--- config.mk ---
export PLATFORM = sky130hd
export DESIGN_NAME = sdram_req_arbiter_flat
export DESIGN_NICKNAME = d
export VERILOG_FILES = /design/src/rtl/sdram_req_arbiter_if.sv /design/src/rtl/sdram_req_arbiter.sv /design/src/flat_wrapper.sv
export SDC_FILE = /design/constraint.sdc
export NUM_CORES = 1
export LEC_CHECK = 0
export CORE_ASPECT_RATIO = 0.8
export CORE_UTILIZATION = 55
export DETAILED_ROUTE_END_ITERATION = 8
export DONT_BUFFER_PORTS = 1
export HOLD_SLACK_MARGIN = 0.15
export PLACE_DENSITY = 0.81
export SLEW_MARGIN = 20
export SYNTH_ARGS = -nofsm -noshare
export SYNTH_HDL_FRONTEND = slang
export SYNTH_SLANG_ARGS = --single-unit
--- constraint.sdc ---
create_clock -name clk -period 2.15 [get_ports clk]
set_clock_uncertainty 0.05 [all_clocks]
set_input_delay 0.43 -clock clk [delete_from_list [all_inputs] [get_ports clk]]
set_output_delay 0.43 -clock clk [all_outputs]
set_load 0.01 [all_outputs]
--- src/rtl/sdram_req_arbiter_if.sv ---
// Bundle of the instruction port, data port and SDRAM controller signals of sdram_req_arbiter.
// The arbiter connects through the slave modport; the client/controller side uses master.
interface sdram_req_arbiter_if;
    logic        i_valid;
    logic [25:0] i_addr;
    logic        i_ready;
    logic        i_done;
    logic [31:0] i_rdata;

    logic        d_valid;
    logic [25:0] d_addr;
    logic [31:0] d_wdata;
    logic [1:0]  d_wlen;
    logic        d_ready;
    logic        d_done;
    logic [31:0] d_rdata;

    logic        err;

    logic [25:0] mem_address;
    logic [31:0] mem_wdata;
    logic [1:0]  mem_wlen;
    logic        mem_en_n;
    logic        mem_ready;
    logic [31:0] mem_rdata;

    modport slave (
        input  i_valid, i_addr, d_valid, d_addr, d_wdata, d_wlen, mem_ready, mem_rdata,
        output i_ready, i_done, i_rdata, d_ready, d_done, d_rdata, err,
               mem_address, mem_wdata, mem_wlen, mem_en_n
    );

    modport master (
        output i_valid, i_addr, d_valid, d_addr, d_wdata, d_wlen, mem_ready, mem_rdata,
        input  i_ready, i_done, i_rdata, d_ready, d_done, d_rdata, err,
               mem_address, mem_wdata, mem_wlen, mem_en_n
    );
endinterface

--- src/rtl/sdram_req_arbiter.sv ---
// Two-port (instruction/data) arbiter in front of a single-transaction SDRAM controller, with timeout.
// Define SDRAM_ARB_ROUND_ROBIN_EN for round-robin ties; otherwise the data port has fixed priority.
module sdram_req_arbiter #(
    parameter int TIMEOUT_CYCLES = 64
) (
    input  logic                 clk,
    input  logic                 rst,
    sdram_req_arbiter_if.slave   bus
);
    typedef enum logic [1:0] {IDLE, ISSUE, WAIT_DONE} state_t;

    localparam int              CNT_W    = $clog2(TIMEOUT_CYCLES) + 1;
    localparam logic [CNT_W-1:0] CNT_LAST = CNT_W'(TIMEOUT_CYCLES - 1);

    state_t           state;
    state_t           state_next;
    logic [CNT_W-1:0] cnt;
    logic             owner_d;
    logic             grant_d;
    logic             accept;
    logic             timeout;
    logic             complete;

`ifdef SDRAM_ARB_ROUND_ROBIN_EN
    logic             last_grant_d;

    always_comb begin
        grant_d = bus.d_valid;
        if (bus.d_valid && bus.i_valid) begin
            grant_d = !last_grant_d;
        end
    end

    always_ff @(posedge clk) begin
        if (rst) begin
            last_grant_d <= 1'b0;
        end else if (accept) begin
            last_grant_d <= grant_d;
        end
    end
`else
    always_comb begin
        grant_d = bus.d_valid;
    end
`endif

    assign accept       = (state == IDLE) && (bus.i_valid || bus.d_valid);
    assign bus.i_ready  = (state == IDLE) && bus.i_valid && !grant_d;
    assign bus.d_ready  = (state == IDLE) && bus.d_valid && grant_d;
    assign timeout      = (state != IDLE) && (cnt == CNT_LAST);
    assign bus.mem_en_n = (state != ISSUE);

    always_ff @(posedge clk) begin
        if (rst) begin
            state <= IDLE;
        end else begin
            state <= state_next;
        end
    end

    // Timeout takes precedence over a completion seen on the same edge.
    always_comb begin
        state_next = state;
        complete   = 1'b0;
        case (state)
            IDLE: begin
                if (accept) begin
                    state_next = ISSUE;
                end
            end
            ISSUE: begin
                if (timeout) begin
                    state_next = IDLE;
                end else if (!bus.mem_ready) begin
                    state_next = WAIT_DONE;
                end
            end
            WAIT_DONE: begin
                if (timeout) begin
                    state_next = IDLE;
                end else if (bus.mem_ready) begin
                    state_next = IDLE;
                    complete   = 1'b1;
                end
            end
            default: state_next = IDLE;
        endcase
    end

    always_ff @(posedge clk) begin
        if (rst) begin
            cnt             <= '0;
            owner_d         <= 1'b0;
            bus.mem_address <= '0;
            bus.mem_wdata   <= '0;
            bus.mem_wlen    <= '0;
            bus.i_done      <= 1'b0;
            bus.d_done      <= 1'b0;
            bus.err         <= 1'b0;
            bus.i_rdata     <= '0;
            bus.d_rdata     <= '0;
        end else begin
            bus.i_done <= 1'b0;
            bus.d_done <= 1'b0;
            bus.err    <= 1'b0;
            if (accept) begin
                cnt             <= '0;
                owner_d         <= grant_d;
                bus.mem_address <= grant_d ? bus.d_addr  : bus.i_addr;
                bus.mem_wdata   <= grant_d ? bus.d_wdata : 32'h0;
                bus.mem_wlen    <= grant_d ? bus.d_wlen  : 2'b00;
            end else if (state != IDLE) begin
                cnt <= cnt + 1'b1;
                if (timeout) begin
                    bus.err <= 1'b1;
                    if (owner_d) begin
                        bus.d_done  <= 1'b1;
                        bus.d_rdata <= '0;
                    end else begin
                        bus.i_done  <= 1'b1;
                        bus.i_rdata <= '0;
                    end
                end else if (complete) begin
                    // Data-port writes leave d_rdata untouched.
                    if (owner_d) begin
                        bus.d_done <= 1'b1;
                        if (bus.mem_wlen == 2'b00) begin
                            bus.d_rdata <= bus.mem_rdata;
                        end
                    end else begin
                        bus.i_done  <= 1'b1;
                        bus.i_rdata <= bus.mem_rdata;
                    end
                end
            end
        end
    end
endmodule

--- src/flat_wrapper.sv ---
// flat-port wrapper written by rule: the top's interface ports become plain ports
module sdram_req_arbiter_flat 
#(
    parameter int TIMEOUT_CYCLES = 64
)
  (clk, rst, bus_i_valid, bus_i_addr, bus_d_valid, bus_d_addr, bus_d_wdata, bus_d_wlen, bus_mem_ready, bus_mem_rdata, bus_i_ready, bus_i_done, bus_i_rdata, bus_d_ready, bus_d_done, bus_d_rdata, bus_err, bus_mem_address, bus_mem_wdata, bus_mem_wlen, bus_mem_en_n);
  sdram_req_arbiter_if bus_i ();
  input  logic clk;
  input  logic rst;
  input wire logic [$bits(bus_i.i_valid)-1:0] bus_i_valid;
  input wire logic [$bits(bus_i.i_addr)-1:0] bus_i_addr;
  input wire logic [$bits(bus_i.d_valid)-1:0] bus_d_valid;
  input wire logic [$bits(bus_i.d_addr)-1:0] bus_d_addr;
  input wire logic [$bits(bus_i.d_wdata)-1:0] bus_d_wdata;
  input wire logic [$bits(bus_i.d_wlen)-1:0] bus_d_wlen;
  input wire logic [$bits(bus_i.mem_ready)-1:0] bus_mem_ready;
  input wire logic [$bits(bus_i.mem_rdata)-1:0] bus_mem_rdata;
  output wire logic [$bits(bus_i.i_ready)-1:0] bus_i_ready;
  output wire logic [$bits(bus_i.i_done)-1:0] bus_i_done;
  output wire logic [$bits(bus_i.i_rdata)-1:0] bus_i_rdata;
  output wire logic [$bits(bus_i.d_ready)-1:0] bus_d_ready;
  output wire logic [$bits(bus_i.d_done)-1:0] bus_d_done;
  output wire logic [$bits(bus_i.d_rdata)-1:0] bus_d_rdata;
  output wire logic [$bits(bus_i.err)-1:0] bus_err;
  output wire logic [$bits(bus_i.mem_address)-1:0] bus_mem_address;
  output wire logic [$bits(bus_i.mem_wdata)-1:0] bus_mem_wdata;
  output wire logic [$bits(bus_i.mem_wlen)-1:0] bus_mem_wlen;
  output wire logic [$bits(bus_i.mem_en_n)-1:0] bus_mem_en_n;
  assign bus_i.i_valid = bus_i_valid;
  assign bus_i.i_addr = bus_i_addr;
  assign bus_i.d_valid = bus_d_valid;
  assign bus_i.d_addr = bus_d_addr;
  assign bus_i.d_wdata = bus_d_wdata;
  assign bus_i.d_wlen = bus_d_wlen;
  assign bus_i.mem_ready = bus_mem_ready;
  assign bus_i.mem_rdata = bus_mem_rdata;
  assign bus_i_ready = bus_i.i_ready;
  assign bus_i_done = bus_i.i_done;
  assign bus_i_rdata = bus_i.i_rdata;
  assign bus_d_ready = bus_i.d_ready;
  assign bus_d_done = bus_i.d_done;
  assign bus_d_rdata = bus_i.d_rdata;
  assign bus_err = bus_i.err;
  assign bus_mem_address = bus_i.mem_address;
  assign bus_mem_wdata = bus_i.mem_wdata;
  assign bus_mem_wlen = bus_i.mem_wlen;
  assign bus_mem_en_n = bus_i.mem_en_n;
  sdram_req_arbiter #(.TIMEOUT_CYCLES(TIMEOUT_CYCLES)) u_core (.clk(clk), .rst(rst), .bus(bus_i));
endmodule
==> results of run 1 <==
## how the worst min path moves through the flow
stage | from | cells after the start | slack, ns | end
floorplan | u_core.cnt[1] | 2 | 0.40 | u_core.cnt[1]
global placement | u_core.cnt[1] | 2 | 0.41 | u_core.cnt[1]
detailed placement | u_core.cnt[1] | 2 | 0.43 | u_core.cnt[1]
CTS | rst | 2 | 0.15 | u_core.bus.d_rdata[27]
global route | rst | 2 | 0.15 | u_core.bus.d_rdata[23]
finish | rst | 2 | 0.16 | u_core.bus.d_rdata[31]
## layout make-up
type	count	area share
sequential	137	0.4071
multi-input combinational	323	0.3549
timing repair buffer	78	0.1189
clock buffer	17	0.06315
clock inverter	15	0.03343
tap	115	0.02136
inverter	2	0.001114
## power by group
| part | internal [mW] | switching, mW |
|---|---|---|
| Combinational | 0.288 | 0.285 |
| Sequential | 2.68 | 0.184 |
| Clock | 2.00 | 1.21 |
| Total | 4.97 | 1.68 |
## cells in the final DEF (no fill, tap or decap), types with 4 or more instances in the layout
cell type	instances
a211oi_1	26
a21oi_1	5
a22o_1	34
buf_4	10
bufinv_16	4
clkbuf_16	18
dfxtp_1	137
dlygate4sd3_1	64
inv_6	6
inv_8	4
mux2i_1	89
nand2_1	37
nand2b_1	66
nor2_1	34
xor2_1	5
## timing repair
| action | in CTS | in global routing |
|---|---|---|
| setup buffers | 0 | 2 |
| hold buffers | 65 | 0 |
| gates resized for setup | 0 | 2 |
| setup endpoints to repair | 0 | 1 |
| endpoints found under the hold margin | 113 | 0 |
## state kept, by name, summed over array words and instances (netlist names)
register	cells
u_core.bus.mem_address	26
u_core.owner_d	1
u_core.cnt	7
u_core.state	2
u_core.bus.i_done	1
u_core.bus.d_rdata	32
u_core.bus.d_done	1
u_core.bus.mem_wlen	2
u_core.bus.i_rdata	32
u_core.bus.err	1
u_core.bus.mem_wdata	32
## per-layer routing
layer / track usage / vias to the layer above
met4: 0.1767 / 0
met1: 0.2942 / 1936
met3: 0.08227 / 48
met5: 0 / -
met2: 0.5031 / 209
li1: - / 1870
## kinds of logic (layout without fill, tap and decap cells)
group,after synthesis,count (layout),share of synthesized area
AOI/OAI and AO/OA,75,75,0.1145
xor gates and xnor gates,6,6,0.009836
adders and majority gates,1,1,0.002342
and+or+nand+nor,151,151,0.1487
muxes,90,90,0.1686
buffers and inverters,39,112,0.04262
DFF,137,137,0.5133
## critical path, stage by stage (launching register included)
cell      delay, ns
dfxtp_1        0.39
ha_1           0.20
and4_2         0.29
nand3_2        0.16
a211oi_4       0.29
buf_4          0.15
buf_12         0.18
mux2i_2        0.26
## through the flow
step,total power [mW],util,setup slack (ns),setup TNS (ns)
2_1_floorplan,3.265,-,0.3514,0
3_3_place_gp,3.312,0.5823,0.2432,0
3_5_place_dp,3.336,0.5828,0.2104,0
4_1_cts,6.631,0.7249,0.1242,0
5_1_grt,6.849,0.7297,-0.02089,-0.02089
6_report,6.644,0.7297,0.08930,0
==> reports/summary.txt, run 1 <==
Outcome: finished, violations left
Failing checks: DRC
Final hold vios: 0
Max Fclk: 485.3 MHz
CTS clk-pin slew, worst paths: 0.06 ns
# port buffers: 0
CTS max path bufs: 2
Total CTS buffers: 17
Layout cell share with drive strength beyond 1: 0.09965
First-pass GRT wire length: 22100 µm
Hpwl dp: 7976 µm
Peak supply drop: 0.6732 mV
Pre-antenna DRT Iters: 7
DR vias/cell: 5.914
Max-Cap Viols: 0
Setup CP Type: reg -> reg
Core area: 9231 µm²
Post-synth EDFFs: 0
Clk_lat worst skew: 0.41 ns
Met2 wire length: 7512 µm
Startpoint Class: flop
Syn. warnings: 0
Detailed-route via count: 4063
CTS tree: done
Starting Density: 0.5787
GPL Wtd Cong: 0.7620
Final period util: 0.9585
Slew Limit Fails: 0
Synthesized net count: 623
Main area contributors after synthesis: dfxtp_1 (51%), mux2i_1 (17%), nand2b_1 (7.7%)
Min Tclk post-route: 2.061 ns
Crit-path max FO: 17
Synthesized area per cell: 10.71 µm²
Setup crit start: u_core.cnt[0]
Largest net degree at the start of global routing: 53
Total Routing Usage GR: 0.2834
#FFs+latches synth: 137
LEAKAGE: 2.826 nW
Die H: 90.16 µm
Reg2reg end: u_core.bus.i_rdata[3]
I/O pin cnt: 253
Max Used Layer: met4
Register Area: 2743 µm²
Chip width: 112.2 µm
Number of nets with antenna violations after routing: 0
Req. time, crit path: 2.42 ns
CTS H-Tree Depth: 4
Power Density: 986.2 nW/µm²
Slew Limit Headroom: 0.4573
N_diodes: 0
Initial antenna violation count: 0
Post-synthesis sequential area ratio: 0.5133
Top cell type by total area after synthesis: dfxtp_1
Reg2Reg Setup Slack: 0.09 ns
Type of the worst min-delay path: in -> reg
Rows: 31
Non-Filler Instances: 687
Sinks on Clock Net: 137
Slew @ Worst Pin: 0.8120 ns
Mapped Area: 5343 µm²
Fin nets: 683
Hold_ws: 0.1579 ns
Final WL: 14600 µm
Die Area: 10110 µm²
Met3 routed WL: 1124 µm
Cell Area, Placed: 5380 µm²
DR DRC count: 14
Fin area: 6736 µm²
Post-synth top cells: dfxtp_1 (137), mux2i_1 (90), nand2b_1 (66)
Synth Flop Type: dfxtp_1
Post-synth top area share: 0.5133
Worst Setup EP: u_core.bus.i_rdata[3]
Worst Setup End Kind: flop
M1 wire length: 5398 µm
Placed cells: 587
Share of synthesized flip-flops with an asynchronous set or reset: 0
Layout overhead on the synthesized area: 26.09%
Most frequent cell after synthesis: dfxtp_1
Vias in the first global route: 4161
Total gr overflow: 0
Clock root buffer master: clkbuf_16
Reg2Reg Depth: 7
Area of the multi-input gates: 2391 µm²
Routed len/inst: 21.25 µm
Final setup viols: 0
R2R Path Start: u_core.cnt[0]
Layout fillers: 609
1st-iter DRT viols: 331
Worst Path Arrival: 2.33 ns
Synth unique cells: 35
Mapped Cells: 499
No activity file was read; power rests on OpenSTA's default activity.
==> run 2: changes to the inputs <==
- CELL_PAD_IN_SITES_DETAIL_PLACEMENT: default -> 0
- CELL_PAD_IN_SITES_GLOBAL_PLACEMENT: default -> 1
- CORE_UTILIZATION: 55 -> 46
- PLACE_DENSITY: 0.81 -> 0.89
==> reports/summary.txt, run 2 (synthesis results as in run 1) <==
Setup Buffers After CTS: 0 (unchanged)
Min Tclk post-route: 1.997 ns (was 2.061 ns)
CP peak stage delay: 0.33 ns (was 0.39 ns)
Type of the worst min-delay path: in -> reg (unchanged)
Chip width: 122.5 µm (was 112.2 µm)
Initial antenna violation count: 0 (unchanged)
CTS tree: done (unchanged)
1st-iter DRT viols: 120 (was 331)
Final WL: 13230 µm (was 14600 µm)
Layout overhead on the synthesized area: 22.30% (was 26.09%)
Max Fclk: 500.8 MHz (was 485.3 MHz)
Sinks on Clock Net: 137 (unchanged)
Unrepaired setup endpoints after global routing: no
CTS H-Tree Depth: 4 (unchanged)
Fin area: 6534 µm² (was 6736 µm²)
I/O pin cnt: 253 (unchanged)
Routed len/inst: 18.85 µm (was 21.25 µm)
Worst Path Arrival: 2.26 ns (was 2.33 ns)
Slew Limit Headroom: 0.3390 (was 0.4573)
Clk_lat worst skew: 0.40 ns (was 0.41 ns)
Peak supply drop: 0.6435 mV (was 0.6732 mV)
Hpwl dp: 8235 µm (was 7976 µm)
Commonest non-fill, non-tap cell in the layout: dfxtp_1 (unchanged)
Vias in the first global route: 3911 (was 4161)
Detailed-route via count: 3796 (was 4063)
Final period util: 0.9287 (was 0.9585)
Die H: 98.39 µm (was 90.16 µm)
Startpoint Class: flop (unchanged)
Req. time, crit path: 2.42 ns (about the same)
Power Density: 930.0 nW/µm² (was 986.2 nW/µm²)
Total Routing Usage GR: 0.2187 (was 0.2834)
Critical path cell sequence: ha_1, and4_1, and3_1, o211ai_4, buf_12, mux2i_1 (was ha_1, and4_2, nand3_2, a211oi_4, buf_4, buf_12, mux2i_2)
GPL Wtd Cong: 0.8018 (was 0.7620)
# port buffers: 0 (unchanged)
Setup CP Type: reg -> reg (unchanged)
Slew Limit Fails: 0 (unchanged)
First-pass GRT wire length: 20070 µm (was 22100 µm)
Final setup viols: 0 (unchanged)
Core area: 11100 µm² (was 9231 µm²)
Outcome: complete, no violations (was finished, violations left)
DR vias/cell: 5.407 (was 5.914)
CTS max path bufs: 2 (unchanged)
Commonest non-fill, non-tap cells in the layout: dfxtp_1 (137), mux2i_1 (90), nand2b_1 (66), dlygate4sd3_1 (53), nand2_1 (37) (was dfxtp_1 (137), mux2i_1 (89), nand2b_1 (66), dlygate4sd3_1 (64), nand2_1 (37))
Pre-antenna DRT Iters: 4 (was 7)
Resized cells post-CTS: 0 (unchanged)
DR DRC count: 0 (was 14)
Clock root buffer master: clkbuf_16 (unchanged)
CTS clk-pin slew, worst paths: 0.06 ns (about the same)
Max-Cap Viols: 0 (unchanged)
Die Area: 12050 µm² (was 10110 µm²)
CP max stage cell: dfxtp_1 (unchanged)
Starting Density: 0.4812 (was 0.5787)
Rows: 34 (was 31)
Hold buffers post-CTS: 52 (was 65)
Top flop regs: u_core.bus.d_rdata: 32 flops, u_core.bus.i_rdata: 32 flops, u_core.bus.mem_wdata: 32 flops (unchanged)
Total gr overflow: 0 (unchanged)
Slew @ Worst Pin: 0.9905 ns (was 0.8120 ns)
Power after layout: 6.077 mW (was 6.644 mW)
Cell Area, Placed: 5428 µm² (was 5380 µm²)
Largest net degree at the start of global routing: 70 (was 53)
Number of nets with antenna violations after routing: 0 (unchanged)
LEAKAGE: 2.712 nW (was 2.826 nW)
Final hold vios: 0 (unchanged)
Worst Setup End Kind: flop (unchanged)
N_diodes: 0 (unchanged)
TNS Setup: 0 ns (unchanged)
Crit-path max FO: 32 (was 17)
Total CTS buffers: 17 (unchanged)
Layout cell share with drive strength beyond 1: 0.09140 (was 0.09965)
Fin nets: 670 (was 683)
## run 2: area by class of cell
cell class                 instances  area, µm²
sequential                       137       2743
fill                             884       4569
multi-input combinational        323       2390
inverter                           2      7.507
clock buffer                      20      456.7
timing repair buffer              65      658.1
tap                              144      180.2
clock inverter                    11      98.84
## run 2: per-stage QoR
| stage | instances | setup WS (ns) | hold slack, ns | util |
|---|---|---|---|---|
| 2_1_floorplan | 499 | 0.3514 | 0.3994 | - |
| 6_report | 702 | 0.1533 | 0.1618 | 0.5885 |
| 5_1_grt | 702 | 0.03354 | 0.1508 | 0.5885 |
| 3_3_place_gp | 617 | 0.2761 | 0.4089 | 0.4888 |
| 4_1_cts | 700 | 0.1323 | 0.1506 | 0.5867 |
| 3_5_place_dp | 617 | 0.1545 | 0.4246 | 0.4888 |
## run 2: final timing paths
path                                                to         startpoint  slack (ns)  cells past startpoint
worst min register to register           u_core.cnt[1]      u_core.cnt[1]        0.43                      2
worst max register to register   u_core.bus.d_rdata[4]      u_core.cnt[0]        0.15                      6
worst max-delay path             u_core.bus.d_rdata[4]      u_core.cnt[0]        0.15                      6
worst min-delay path            u_core.bus.i_rdata[22]  bus_mem_rdata[22]        0.16                      2
## run 2: where the power goes
part / internal [mW] / total, mW / switching, mW
Sequential: 2.69 / 2.86 / 0.178
Combinational: 0.268 / 0.527 / 0.258
Clock: 1.64 / 2.69 / 1.04
Total: 4.60 / 6.08 / 1.48
## run 2: routing by layer
metal,GRT usage,vias to the layer above,wire [µm],share of wire
met5,0,-,0,0
met1,0.2324,1779,5238,0.40
li1,-,1841,-,-
met2,0.3937,165,6797,0.51
met3,0.08645,11,1041,0.079
met4,0.06567,0,156,0.012
## run 2: critical path: cells and delay by family, from the launching register on
kind	cells	cell delay, ns
AOI/OAI and AO/OA	1	0.24
adders and majority gates	1	0.24
buffers and inverters	1	0.29
DFF	1	0.33
muxes	1	0.24
and+or+nand+nor	2	0.51
